## src/rtl/pakout_arbiter.sv

```systemverilog
// pakout_arbiter: round-robin arbiter sharing one outbound four-phase req/ack message channel
// among NCH source channels. The winning message is latched and forwarded. The source ack and
// the sink handshake then run independently until both have returned to zero.
//
// Ports:
//   i_clk        clock, all logic on posedge
//   reset        synchronous active-high reset
//   i_req[NCH]   per-source request
//   i_msg        per-source message, channel k at [k*MSZ +: MSZ], packed {red, dat, dst, src}
//   i_ack[NCH]   per-source ack
//   o_req/o_ack  outbound handshake
//   o_src/o_dst/o_dat/o_red  latched outbound message fields
//   o_busy       high while a transfer is in progress
//   o_cnt        completed outbound handshakes, wraps at 16 bits
module pakout_arbiter #(
    parameter int unsigned NCH = 4,
    parameter int unsigned ASZ = 6,
    parameter int unsigned DSZ = 4,
    parameter int unsigned RSZ = 4,
    localparam int unsigned MSZ = 2 * ASZ + DSZ + RSZ
) (
    input  logic               i_clk,
    input  logic               reset,
    input  logic [NCH-1:0]     i_req,
    input  logic [NCH*MSZ-1:0] i_msg,
    output logic [NCH-1:0]     i_ack,
    output logic               o_req,
    input  logic               o_ack,
    output logic [ASZ-1:0]     o_src,
    output logic [ASZ-1:0]     o_dst,
    output logic [DSZ-1:0]     o_dat,
    output logic [RSZ-1:0]     o_red,
    output logic               o_busy,
    output logic [15:0]        o_cnt
);

    localparam int unsigned PW = (NCH > 1) ? $clog2(NCH) : 1;

    typedef enum logic {
        StIdle,
        StXfer
    } state_e;

    state_e         state_q, state_d;
    logic [PW-1:0]  ptr_q, ptr_d;
    logic [PW-1:0]  win_q, win_d;
    logic [MSZ-1:0] msg_q, msg_d;
    logic [NCH-1:0] ack_q, ack_d;
    logic           oreq_q, oreq_d;
    logic [15:0]    cnt_q, cnt_d;
    logic           in_fin_q, in_fin_d;
    logic           out_fin_q, out_fin_d;

    // Round-robin search starting at ptr; sum is one bit wider so the mod-NCH wrap is explicit.
    logic           grant_vld;
    logic [PW-1:0]  grant_idx;
    logic [PW:0]    sum;
    logic [MSZ-1:0] grant_msg;

    always_comb begin
        grant_vld = 1'b0;
        grant_idx = '0;
        sum       = '0;
        for (int i = 0; i < NCH; i++) begin
            sum = {1'b0, ptr_q} + (PW + 1)'(i);
            if (sum >= (PW + 1)'(NCH)) begin
                sum = sum - (PW + 1)'(NCH);
            end
            if (!grant_vld && i_req[sum[PW-1:0]]) begin
                grant_vld = 1'b1;
                grant_idx = sum[PW-1:0];
            end
        end
    end

    always_comb begin
        grant_msg = '0;
        for (int k = 0; k < NCH; k++) begin
            if (grant_idx == PW'(k)) begin
                grant_msg = i_msg[k*MSZ +: MSZ];
            end
        end
    end

    logic in_done;
    logic out_done;

    always_comb begin
        state_d   = state_q;
        ptr_d     = ptr_q;
        win_d     = win_q;
        msg_d     = msg_q;
        ack_d     = ack_q;
        oreq_d    = oreq_q;
        cnt_d     = cnt_q;
        in_fin_d  = in_fin_q;
        out_fin_d = out_fin_q;
        in_done   = in_fin_q;
        out_done  = out_fin_q;

        unique case (state_q)
            StIdle: begin
                // A sink still holding ack from the last transfer blocks the next grant.
                if (grant_vld && !o_ack) begin
                    msg_d            = grant_msg;
                    win_d            = grant_idx;
                    ptr_d            = (grant_idx == PW'(NCH - 1)) ? '0 : grant_idx + PW'(1);
                    ack_d            = '0;
                    ack_d[grant_idx] = 1'b1;
                    oreq_d           = 1'b1;
                    in_fin_d         = 1'b0;
                    out_fin_d        = 1'b0;
                    state_d          = StXfer;
                end
            end
            StXfer: begin
                if (ack_q[win_q] && !i_req[win_q]) begin
                    ack_d[win_q] = 1'b0;
                    in_fin_d     = 1'b1;
                    in_done      = 1'b1;
                end
                if (oreq_q && o_ack) begin
                    oreq_d = 1'b0;
                    cnt_d  = cnt_q + 16'd1;
                end
                // o_req low inside XFER means the sink has already acked once.
                if (!oreq_q && !o_ack && !out_fin_q) begin
                    out_fin_d = 1'b1;
                    out_done  = 1'b1;
                end
                if (in_done && out_done) begin
                    state_d = StIdle;
                end
            end
            default: state_d = StIdle;
        endcase
    end

    always_ff @(posedge i_clk) begin
        if (reset) begin
            state_q   <= StIdle;
            ptr_q     <= '0;
            win_q     <= '0;
            msg_q     <= '0;
            ack_q     <= '0;
            oreq_q    <= 1'b0;
            cnt_q     <= '0;
            in_fin_q  <= 1'b0;
            out_fin_q <= 1'b0;
        end else begin
            state_q   <= state_d;
            ptr_q     <= ptr_d;
            win_q     <= win_d;
            msg_q     <= msg_d;
            ack_q     <= ack_d;
            oreq_q    <= oreq_d;
            cnt_q     <= cnt_d;
            in_fin_q  <= in_fin_d;
            out_fin_q <= out_fin_d;
        end
    end

    assign i_ack                        = ack_q;
    assign o_req                        = oreq_q;
    assign {o_red, o_dat, o_dst, o_src} = msg_q;
    assign o_busy                       = (state_q != StIdle);
    assign o_cnt                        = cnt_q;

endmodule
```

## config.mk

```make
export PLATFORM = sky130hd
export DESIGN_NAME = pakout_arbiter
export DESIGN_NICKNAME = d
export VERILOG_FILES = /design/src/rtl/pakout_arbiter.sv
export SDC_FILE = /design/constraint.sdc
export NUM_CORES = 1
export LEC_CHECK = 0
export CAP_MARGIN = 20
export CORE_MARGIN = 2
export CORE_UTILIZATION = 40
export DETAILED_ROUTE_END_ITERATION = 8
export GPL_TIMING_DRIVEN = 0
export PLACE_DENSITY = 0.84
export SYNTH_ARGS = -nofsm -noshare
export SYNTH_HDL_FRONTEND = slang
export SYNTH_SLANG_ARGS = --single-unit
```

## constraint.sdc

```tcl
create_clock -name i_clk -period 5.2 [get_ports i_clk]
set_input_delay 0.52 -clock i_clk [delete_from_list [all_inputs] [get_ports i_clk]]
set_output_delay 0.52 -clock i_clk [all_outputs]
set_load 0.05 [all_outputs]
```

==> results.json, run 1 <==
{
  "antenna_found_initial": 0,
  "synth_common_cells": "dfxtp_1, a21oi_1, nor2_1, inv_1, nor3_1",
  "clk-insertion-delay-late_ps": 300,
  "worst_pin_slew_ps": 651.5,
  "worstPathArrival_ps": 3420,
  "critical_path_required_ps": 5410,
  "fin_worst_skew_ps": 7.241,
  "ant_nets": 0,
  "cpPeakStageDelay_ps": 610,
  "path_cells": "clkdlybuf4s50_1 > nand2b_1 > a21oi_1 > nor4_1 > ha_1 > clkbuf_1 > a21oi_1 > a221oi_1 > a211oi_1 > nor3_1",
  "yosysSeqAreaShare_pct": 33.88,
  "dr.pass1.iters": 5,
  "area_growth_pct": 53.51,
  "period_needed_ps": 3211,
  "tritoncts": "built",
  "peakVddDrop_v": 0.0001228,
  "synth-edff-count": 0,
  "grt_pass1_vias": 3133,
  "fmax_mhz": 311.5,
  "reg2regPathDepth": 10,
  "path_delay_family": "buffers and inverters",
  "diodes": 0,
  "cp_common_cell": "a21oi_1",
  "r2r_slack_ps": 2170,
  "cts.sinks": 48,
  "drtIter0Drc": 176,
  "ys_types": 44,
  "synthCells": 364,
  "routed_wl_um": 9081,
  "placed_cell_area_mm2": 0.004228,
  "min_path_type": "register to register",
  "synth-seq-cells": 48,
  "grt_usage_pct": 23.85,
  "cp-start-kind": "input pin",
  "vias": 3261,
  "p_per_area_mw_per_mm2": 257.3,
  "die_height_um": 88.21,
  "utilization_pct": 63.74,
  "drt-wirelength-per-cell_um": 15.26,
  "min_period_over_period_pct": 61.74,
  "crit_slowest_cell": "clkdlybuf4s50_1",
  "synth_area_per_cell_um2": 7.792,
  "h-tree-depth": 2,
  "synth_area_leaders": "dfxtp_1, a21oi_1, a221oi_1, a211oi_1, nand3b_1",
  "syn_nets": 456,
  "port_buffers": 127,
  "crit_fanout": 10,
  "grt.overflow.total": 0,
  "drv_slew": 0,
  "slew_headroom_pct": 56.17,
  "path_clk_slew_ps": 90,
  "yosysWarningCount": 0,
  "drc": 0,
  "cts.repair.resized": 0,
  "clk_path_buf_depth": 2,
  "rsz0062_at_grt": "false",
  "layout-drive-gt1-share_pct": 4.409,
  "worstSetupEndpointType": "register",
  "worst-path-buf-inv": 2,
  "hpwl_um": 6984,
  "p_leak_nw": 1.532,
  "status": "finished, final reports clean",
  "whs_ps": 466.5,
  "drv_cap": 0,
  "nets": 590,
  "setup_viol": 0,
  "ctsHoldBuffers": 0,
  "cts_made_buffers": 5,
  "clockRootBuffer": "clkbuf_8",
  "yosysTopAreaCellShare_pct": 33.88,
  "ioPinCount": 129,
  "setup_tns_ps": 0,
  "postCtsSetupBuffers": 0,
  "stdcell_area_mm2": 0.004354,
  "synth-async-reset-ratio_pct": 0,
  "ys.flop_type": "dfxtp_1",
  "synth_top_area_cell": "dfxtp_1",
  "grt_max_degree": 15,
  "whs_endpoint": "in_fin_q$_SDFFE_PP0P_",
  "core_area_mm2": 0.006832,
  "hp-start": "in_fin_q$_SDFFE_PP0P_",
  "whs_path_depth": 2,
  "hold_viol": 0,
  "gp_congestion": 0.9516,
  "die_x_um": 88.21,
  "timing.rr.end": "msg_q[8]$_SDFFE_PP0P_",
  "viasPerCell": 5.481,
  "die_area_mm2": 0.007781,
  "power.total_mw": 1.120,
  "grt_first_pass_wirelength_um": 14680,
  "syn_area_mm2": 0.002836,
  "r2r_start": "ptr_q[1]$_SDFFE_PP0P_",
  "critical_path_class": "input pin to register",
  "yosysMostFrequentCell": "dfxtp_1",
  "rows": 30,
  "start_util_pct": 41.52
}
-- layer usage --
metal	up-vias	part of all wire, %	GRT usage [%]
met1	1509	42	30.55
met2	143	50	40.67
met4	0	0.51	6.198
li1	1605	-	-
met3	4	7.9	5.410
met5	-	0	0
-- kinds of logic (layout without fill, tap and decap cells) --
logic type	count (synthesis)	count (layout)	share of synthesized area, %
buf+inv	60	195	9.043
flops	48	48	33.88
simple gates	138	138	27.26
mux	1	1	0.3529
fa+ha+maj	5	5	2.206
xor+xnor	9	9	2.779
compound gates	103	103	24.48
-- state kept, by name, summed over array words and instances, names as in the netlist --
name,flops
o_busy,1
in_fin_q,1
o_cnt,16
ptr_q,2
out_fin_q,1
i_ack,4
o_req,1
msg_q,20
win_q,2
-- worst max-delay path by stage --
stage / slack (ps) / end / start / cells past startpoint
finish: 1990 / msg_q[8]$_SDFFE_PP0P_ / i_req[3] / 10
global route: 1630 / msg_q[17]$_SDFFE_PP0P_ / i_req[3] / 10
CTS: 1970 / msg_q[19]$_SDFFE_PP0P_ / i_req[0] / 10
detailed placement: 1650 / msg_q[19]$_SDFFE_PP0P_ / i_req[0] / 10
global placement: 1720 / msg_q[19]$_SDFFE_PP0P_ / i_req[0] / 10
floorplan: 2820 / msg_q[5]$_SDFFE_PP0P_ / ptr_q[1]$_SDFFE_PP0P_ / 11
-- cell usage in the layout (no fill, tap or decap), types with 4 or more instances in the layout --
master / count
buf_2: 4
ha_1: 5
nand2_1: 16
a21oi_1: 36
nor2_1: 35
nand3b_1: 20
nand4_1: 7
clkbuf_1: 22
clkbuf_8: 7
nor3_1: 23
o21ai_0: 6
xor2_1: 4
xnor2_1: 5
a221oi_1: 20
nand3_1: 5
nand2b_1: 8
inv_1: 27
a31oi_1: 4
dfxtp_1: 48
nor4_1: 4
clkdlybuf4s50_1: 127
a211oi_1: 21
-- cell type report --
cell class	count	area, um^2
fill	581	2477
multi-input combinational	256	1619
timing repair buffer	127	1271
sequential	48	960.9
buffer	33	155.1
tap	96	120.1
inverter	27	101.3
clock buffer	7	96.34
clock inverter	1	30.03
-- through the flow --
step / instances / setup slack, ps
after floorplan: 364 / 2822
final: 595 / 1990
after global placement: 587 / 1723
after detailed placement: 587 / 1645
after CTS: 595 / 1972
after global routing: 595 / 1632
-- worst reg2reg max path, delay by kind of cell, from the launching register on --
| kind | cells | cell delay (ps) |
|---|---|---|
| simple gates | 3 | 870 |
| buf+inv | 2 | 650 |
| compound gates | 3 | 540 |
| fa+ha+maj | 1 | 350 |
| flops | 1 | 310 |
| mux | 1 | 230 |
-- power by group --
| part | internal (mW) | switching [mW] |
|---|---|---|
| combinational | 0.181 | 0.233 |
| clock | 0.170 | 0.124 |
| sequential | 0.392 | 0.0197 |
Power figures use the tool's default switching activity.
==> run 2, diff against run 1 <==
Settings changed: CORE_UTILIZATION 40 to 38, PLACE_DENSITY 0.84 to 0.83.
Clock period 5.2 ns to 2.9 ns, I/O delays scaled along.
==> results.json, run 2 (synthesis results as in run 1) <==
{
  "status": "finished, final reports clean",
  "setup_tns_ps": 0,
  "vias": 3314,
  "die_height_um": 90.40,
  "h-tree-depth": 2,
  "fin_ws_ps": 156.8,
  "diodes": 0,
  "whs_ps": 456.8,
  "die_x_um": 90.40,
  "fin_worst_skew_ps": 11.55,
  "timing.rr.end": "i_ack[3]$_SDFFE_PP0P_",
  "ant_nets": 0,
  "grt.overflow.total": 0,
  "start_util_pct": 39.11,
  "mostFrequentLayoutCells": "clkdlybuf4s50_1, dfxtp_1, a21oi_1",
  "grt_pass1_vias": 3220,
  "setup_viol": 0,
  "reg2regPathDepth": 9,
  "cts.sinks": 48,
  "dp_slack_ps": -442.1,
  "die_area_mm2": 0.008171,
  "crit_fanout": 10,
  "cp-start-kind": "input pin",
  "utilization_pct": 60.17,
  "fmax_mhz": 364.5,
  "grt_max_degree": 17,
  "drtIter0Drc": 156,
  "p_leak_nw": 1.560,
  "placed_cell_area_mm2": 0.004232,
  "path_clk_slew_ps": 100,
  "drv_cap": 0,
  "core_area_mm2": 0.007253,
  "grt_first_pass_wirelength_um": 14840,
  "largest_register_ffs": 20,
  "drc": 0,
  "area_growth_pct": 53.86,
  "largest_register": "msg_q",
  "power.total_mw": 1.908,
  "clk-insertion-delay-late_ps": 300,
  "slew_headroom_pct": 64.33,
  "rsz0062_at_grt": "false",
  "r2r_start": "ptr_q[1]$_SDFFE_PP0P_",
  "min_path_type": "input pin to register",
  "whs_path_depth": 4,
  "whs_endpoint": "o_busy$_SDFF_PP0_",
  "worst_pin_slew_ps": 533.4,
  "p_per_area_mw_per_mm2": 437.3,
  "critical_path_class": "input pin to register",
  "final_cells": 598,
  "hold_viol": 0,
  "antenna_found_initial": 0,
  "min_period_over_period_pct": 94.59,
  "period_needed_ps": 2743,
  "worstSetupEndpointType": "register",
  "rows": 31,
  "clk_path_buf_depth": 2,
  "ioPinCount": 129,
  "ctsHoldBuffers": 0,
  "drt-wirelength-per-cell_um": 15.44,
  "critical_path_required_ps": 3120,
  "gp_congestion": 0.9005,
  "stdcell_area_mm2": 0.004364,
  "port_buffers": 127,
  "viasPerCell": 5.542,
  "clockRootBuffer": "clkbuf_8",
  "grt_usage_pct": 21.90,
  "mostFrequentLayoutCell": "clkdlybuf4s50_1",
  "nets": 590,
  "tritoncts": "built",
  "drv_slew": 0,
  "routed_wl_um": 9236,
  "peakVddDrop_v": 0.0002525,
  "layout-drive-gt1-share_pct": 6.814,
  "nFillCells": 628,
  "cts_made_buffers": 5,
  "hp-start": "reset",
  "hpwl_um": 7061,
  "r2r_slack_ps": 190,
  "worstPathArrival_ps": 2960,
  "dpl.cell_count": 590,
  "dr.pass1.iters": 5
}
run 2: critical path, cell delays in order:
cell and delay [ps]:
clkdlybuf4s50_1 550, mux2i_1 200, nor2_1 100, nor4_4 410, ha_1 210, clkbuf_1 180
clkbuf_1 420, nor4b_1 390, a31oi_1 90, o32ai_1 130
run 2: final cells by class:
class	instances	area (um^2)	share of cell area (%)
repair buffers	128	1281	29.36
inverters	27	101.3	2.322
multi-input cells	256	1645	37.70
clock inverters	3	21.27	0.4874
flip-flops and latches	48	960.9	22.02
clock buffers	5	68.82	1.577
well taps	99	123.9	2.838
plain buffers	32	161.4	3.698
run 2: where the power goes:
part / switching [mW] / internal, mW / total, mW / leakage (nW)
Combinational: 0.422 / 0.334 / 0.755 / 1.12
Sequential: 0.0356 / 0.704 / 0.739 / 0.393
Clock: 0.242 / 0.172 / 0.414 / 0.0445
Total: 0.699 / 1.21 / 1.91 / 1.56
run 2: worst max-delay path by stage:
stage / startpoint / slack, ps / endpoint / cells after the start
after CTS: ptr_q[1]$_SDFFE_PP0P_ / 10 / msg_q[19]$_SDFFE_PP0P_ / 10
after global placement: i_req[3] / -330 / msg_q[9]$_SDFFE_PP0P_ / 10
after floorplan: ptr_q[1]$_SDFFE_PP0P_ / 520 / msg_q[5]$_SDFFE_PP0P_ / 11
after global routing: i_req[0] / 20 / msg_q[15]$_SDFFE_PP0P_ / 11
after detailed placement: i_req[3] / -440 / msg_q[17]$_SDFFE_PP0P_ / 12
final: i_req[0] / 160 / i_ack[3]$_SDFFE_PP0P_ / 10
run 2: per-layer routing:
layer	vias up	wire length [um]	track usage, %	part of all wire (%)
met5	-	0	0	0
met4	0	144	6.154	1.6
met3	18	814	6.594	8.8
met2	162	4526	40.41	49
met1	1533	3750	24.21	41
li1	1601	-	-	-
run 2: timing repair:
item	4_1_cts	5_1_grt
setup buffers	0	1
gates resized for setup	1	18
endpoints found under the setup margin	22	23
pin swaps	0	1
endpoints found under the hold margin	0	0
==> run 3, diff against run 2 <==
Settings changed: RECOVER_POWER set to 25.
==> results.json, run 3 (synthesis results as in run 1) <==
{
  "mostFrequentLayoutCell": "clkdlybuf4s50_1",
  "die_x_um": 90.40,
  "switching_share_pct": 36.65,
  "min_period_over_period_pct": 93.99,
  "drtIter0Drc": 154,
  "start_util_pct": 39.11,
  "seqPwrFrac_pct": 38.9,
  "drv_slew": 0,
  "ioPinCount": 129,
  "hp-start": "reset",
  "mostFrequentLayoutCells": "clkdlybuf4s50_1, dfxtp_1, a21oi_1",
  "peakVddDrop_v": 0.0002539,
  "whs_endpoint": "o_busy$_SDFF_PP0_",
  "hold_viol": 0,
  "p_per_area_mw_per_mm2": 436.2,
  "routed_wl_um": 9216,
  "layout-drive-gt1-share_pct": 6.012,
  "reg2regPathDepth": 9,
  "path_clk_slew_ps": 100,
  "clockRootBuffer": "clkbuf_8",
  "diodes": 0,
  "nets": 590,
  "drc": 0,
  "h-tree-depth": 2,
  "worstSetupEndpointType": "register",
  "final_cells": 598,
  "p_leak_nw": 1.569,
  "cp-start-kind": "input pin",
  "worst_pin_slew_ps": 536.3,
  "critical_path_required_ps": 3120,
  "dr.pass1.iters": 5,
  "ant_nets": 0,
  "clk-insertion-delay-late_ps": 300,
  "status": "finished, final reports clean",
  "port_buffers": 127,
  "ctsHoldBuffers": 0,
  "crit_fanout": 10,
  "power.total_mw": 1.900,
  "whs_path_depth": 4,
  "grt_pass1_vias": 3220,
  "setup_tns_ps": 0,
  "cts_made_buffers": 5,
  "critical_path_class": "input pin to register",
  "viasPerCell": 5.537,
  "r2r_slack_ps": 210,
  "slew_headroom_pct": 64.13,
  "gp_congestion": 0.9005,
  "hpwl_um": 7061,
  "vias": 3311,
  "p_switching_mw": 0.6963,
  "tritoncts": "built",
  "drv_cap": 0,
  "fmax_mhz": 366.9,
  "largest_register_ffs": 20,
  "placed_cell_area_mm2": 0.004232,
  "grt.overflow.total": 0,
  "comb_power_share_pct": 39.4,
  "layout.area.seq_um2": 960.9,
  "core_area_mm2": 0.007253,
  "setup_viol": 0,
  "intPower_mw": 1.203,
  "multi_input_comb_area_mm2": 0.001643,
  "dpl.cell_count": 590,
  "grt_usage_pct": 21.90,
  "largest_register": "msg_q",
  "cts.sinks": 48,
  "grt_first_pass_wirelength_um": 14840,
  "die_area_mm2": 0.008171,
  "stdcell_area_mm2": 0.004355,
  "min_path_type": "input pin to register",
  "period_needed_ps": 2726,
  "clk_path_buf_depth": 2,
  "r2r_start": "ptr_q[1]$_SDFFE_PP0P_",
  "timing.rr.end": "i_ack[3]$_SDFFE_PP0P_",
  "drt-wirelength-per-cell_um": 15.41,
  "area_growth_pct": 53.55,
  "rows": 31,
  "fin_worst_skew_ps": 11.89,
  "worstPathArrival_ps": 2950,
  "rsz0062_at_grt": "false",
  "antenna_found_initial": 0,
  "die_height_um": 90.40,
  "nFillCells": 633,
  "p_clk_share_pct": 21.7,
  "grt_max_degree": 17
}
## run 3: cell types whose count changed in the layout (fill, tap and decap cells not counted), sizes merged
| cell | delta |
|---|---|
| clkdlybuf4s50 | -9 |
| clkbuf | +3 |
| dlygate4sd3 | +9 |
| buf | -3 |
## run 3: area by class of cell
class	count	share of cell area (%)
inverters	27	2.327
plain buffers	32	3.562
clock inverters	3	0.4884
flip-flops and latches	48	22.06
repair buffers	128	29.42
clock buffers	5	1.580
well taps	99	2.844
multi-input cells	256	37.72
## run 3: metal layers
layer	GRT usage (%)	wire, um
met1	24.21	3692
met2	40.41	4501
met3	6.594	839
met4	6.154	182
met5	0	0
## run 3: worst max-delay path by stage
| stage | startpoint | to | slack, ps |
|---|---|---|---|
| after floorplan | ptr_q[1]$_SDFFE_PP0P_ | msg_q[5]$_SDFFE_PP0P_ | 520 |
| after detailed placement | i_req[3] | msg_q[17]$_SDFFE_PP0P_ | -440 |
| after global routing | i_req[0] | msg_q[15]$_SDFFE_PP0P_ | 20 |
| after CTS | ptr_q[1]$_SDFFE_PP0P_ | msg_q[19]$_SDFFE_PP0P_ | 10 |
| final | i_req[0] | i_ack[3]$_SDFFE_PP0P_ | 170 |
| after global placement | i_req[3] | msg_q[9]$_SDFFE_PP0P_ | -330 |
## run 3: power groups by stage
stage | Combinational [mW] | Sequential [mW] | Clock [mW]
final | 0.749 | 0.739 | 0.412
after global routing | 0.807 | 0.745 | 0.447
after CTS | 0.745 | 0.736 | 0.418
after detailed placement | 0.741 | 0.750 | 0
after global placement | 0.728 | 0.748 | 0
after floorplan | 0.324 | 0.875 | 0
## run 3: through the flow
stage | worst slack, ps | hold WS, ps | util [%]
3_5_place_dp | -442.1 | 471.0 | 58.34
4_1_cts | 13.74 | 479.0 | 59.67
3_3_place_gp | -327.1 | 446.8 | 58.34
2_1_floorplan | 521.9 | 436.5 | -
6_report | 174.2 | 456.3 | 60.05
5_1_grt | 16.64 | 504.4 | 60.05
## run 3: critical path, cell delays in order
cell and delay [ps]:
clkdlybuf4s50_1 550, mux2i_1 200, nor2_1 100, nor4_4 400
ha_1 210, clkbuf_1 180, clkbuf_1 420, nor4b_1 380
a31oi_1 90, o32ai_1 130
## run 3: what timing repair did
action | 4_1_cts | 5_1_grt
pin swaps | 0 | 1
buffers inserted | 0 | 1
endpoints found under the setup margin | 22 | 23
resized for setup | 1 | 18
==> edit (flow settings as in run 1) <==
Make the reset (`reset`) asynchronous in one clocked block. Comments in the files are not updated.
--- a/src/rtl/pakout_arbiter.sv
+++ b/src/rtl/pakout_arbiter.sv
@@ -138,3 +138,3 @@
 
-    always_ff @(posedge i_clk) begin
+    always_ff @(posedge i_clk or posedge reset) begin
         if (reset) begin
Function: differs if reset is asserted again (counterexample within 4 cycles, from zero or initial values and one cycle with reset high); with reset held inactive, the same outputs for 10 cycles.
==> edit against run 1 <==
- sequential cell count unchanged
- register-to-register slack better by 0.50 ns
- clock skew increased by 0.0046 ns
- final area shrank 1.6%
- worst setup slack better by 0.25 ns
- highest routed layer unchanged
- area after synthesis shrank 1.6%
- wire length is 8.0% lower
- count of clock-buffer cells in the layout is 2 lower
Power is not compared: it rests on default switching activity, and its combinational part moved more than twofold at a synthesized area within 25%.
==> edit: results (changes against run 1) <==
outcome complete, no violations (unchanged); CTS root buf clkbuf_8 (unchanged); number of flip-flops in the largest register 20 (unchanged); Detailed Place HPWL 6490 um (was 6980 um); logic gate share of total power ~62%; Synthesized Nets 420 (was 456); later-pin clock latency in the skew report 0.30 ns (about the same); CTS Buf Count 5 (unchanged); CP max FO 10 (unchanged); Synth Area in Compound Gates 23.5% (was 24.5%); critical path arrival 3.14 ns (was 3.42 ns); Post-Place Cells 537 (was 587); non-filler instance count after layout 545 (was 595); register area share after synthesis 43.0% (was 33.9%); gr usage total 22.0% (was 23.9%); Synth area leaders dfrtp_1 (43%), a21oi_1 (7.7%), nand2_1 (7.1%) (was dfxtp_1 (34%), a21oi_1 (6.4%), a221oi_1 (6.2%)); Synth cell types 40 (was 44); clk slew on worst S/H paths roughly 0.08 ns; Post-Place Cell Area 4190 um^2 (was 4230 um^2); async set-reset flop share out of synthesis 100% (was 0%); first-pass GRT wire length 13300 um (was 14700 um); postcts setup bufs 0 (unchanged); XOR/XNOR share of the synthesized area 4.71% (was 2.78%); worst min-delay path category primary input to async pin (was flip-flop to flip-flop); Worst path max stage delay 0.58 ns (was 0.61 ns); Synth Flop Type dfrtp_1 (was dfxtp_1); Port Buf Inserts 128 (was 127); Slew @ Worst Pin 0.610 ns (was 0.652 ns); drt wl/cell 15.3 um (about the same); Syn Inst Count 328 (was 364); Pre-antenna DRT Iters 4 (was 5); largest net degree at the start of global routing 45 (was 15); delay-heaviest family, CP buffers and inverters (unchanged); global placement routability congestion 0.872 (was 0.952); Flop+latch power around 0.60 mW; most instantiated cells after synthesis nand2_1 (53), dfrtp_1 (48), a21oi_1 (43) (was dfxtp_1 (48), a21oi_1 (36), nor2_1 (35)); Place WS 1.90 ns (was 1.65 ns); Adder-Cell Fraction of Synth Area 2.24% (was 2.21%); DRT iter0 DRCs 136 (was 176); Layout Skew 0.0118 ns (was 0.00724 ns); layout cells sized above 1 5.38% (was 4.41%); vias per std cell 5.30 (was 5.48); number of global-route vias before repair 2929 (was 3133); nets 556 (was 590); Peak VDD IR ~0.00027 V; post-synthesis mux area share 3.45% (was 0.353%); Sw Share roughly half; Clock H-tree levels 2 (unchanged)
edit: changes by cell type in the layout (fill, tap and decap cells not counted), moves of 13 or more:
cell and delta:
dfrtp_1 +48, nand2_1 +37, a22oi_1 +20, dfxtp_1 -48
nand3b_1 -20, o21ai_0 +22, a221oi_1 -20, a211oi_1 -20
o21ai_1 +13, nor3_1 -22, nor2_1 -27
edit: logic make-up after synthesis:
| family | count (synthesis) |
|---|---|
| buffers and inverters | 53 |
| DFF | 48 |
| and+or+nand+nor | 85 |
| xor gates and xnor gates | 15 |
| muxes | 8 |
| adders and majority gates | 5 |
| AOI/OAI and AO/OA | 114 |
edit: path summary, 6_finish.rpt:
check                                      startpoint                    end  slack, ns  depth (start not counted)
worst max-delay path                         i_req[1]  msg_q[19]$_DFFE_PP0P_       2.24                         12
worst min-delay path                            reset  msg_q[17]$_DFFE_PP0P_       0.41                          2
worst max register to register   ptr_q[0]$_DFFE_PP0P_  msg_q[19]$_DFFE_PP0P_       2.67                         11
worst min register to register  o_cnt[15]$_DFFE_PP0P_  o_cnt[15]$_DFFE_PP0P_       0.48                          1
max in group asynchronous                       reset  out_fin_q$_DFFE_PP0P_       4.36                          3
min in group i_clk              o_cnt[15]$_DFFE_PP0P_  o_cnt[15]$_DFFE_PP0P_       0.48                          1
edit: layer usage:
layer,vias to the layer above,share of wire [%],wire (um),GRT usage (%)
met5,-,0,0,0
met4,0,1.2,99,6.43
met3,10,7.7,642,6.92
met2,117,50,4160,38.5
met1,1362,41,3450,25.9
li1,1399,-,-,-
edit: cell type report:
class                   count  area [um^2]
clock buffers               5         68.8
fillers                   582         2470
inverters                  30          113
well taps                  80          100
repair buffers            129         1300
flip-flops and latches     48         1200
multi-input cells         227         1350
plain buffers              23          125
clock inverters             3         23.8
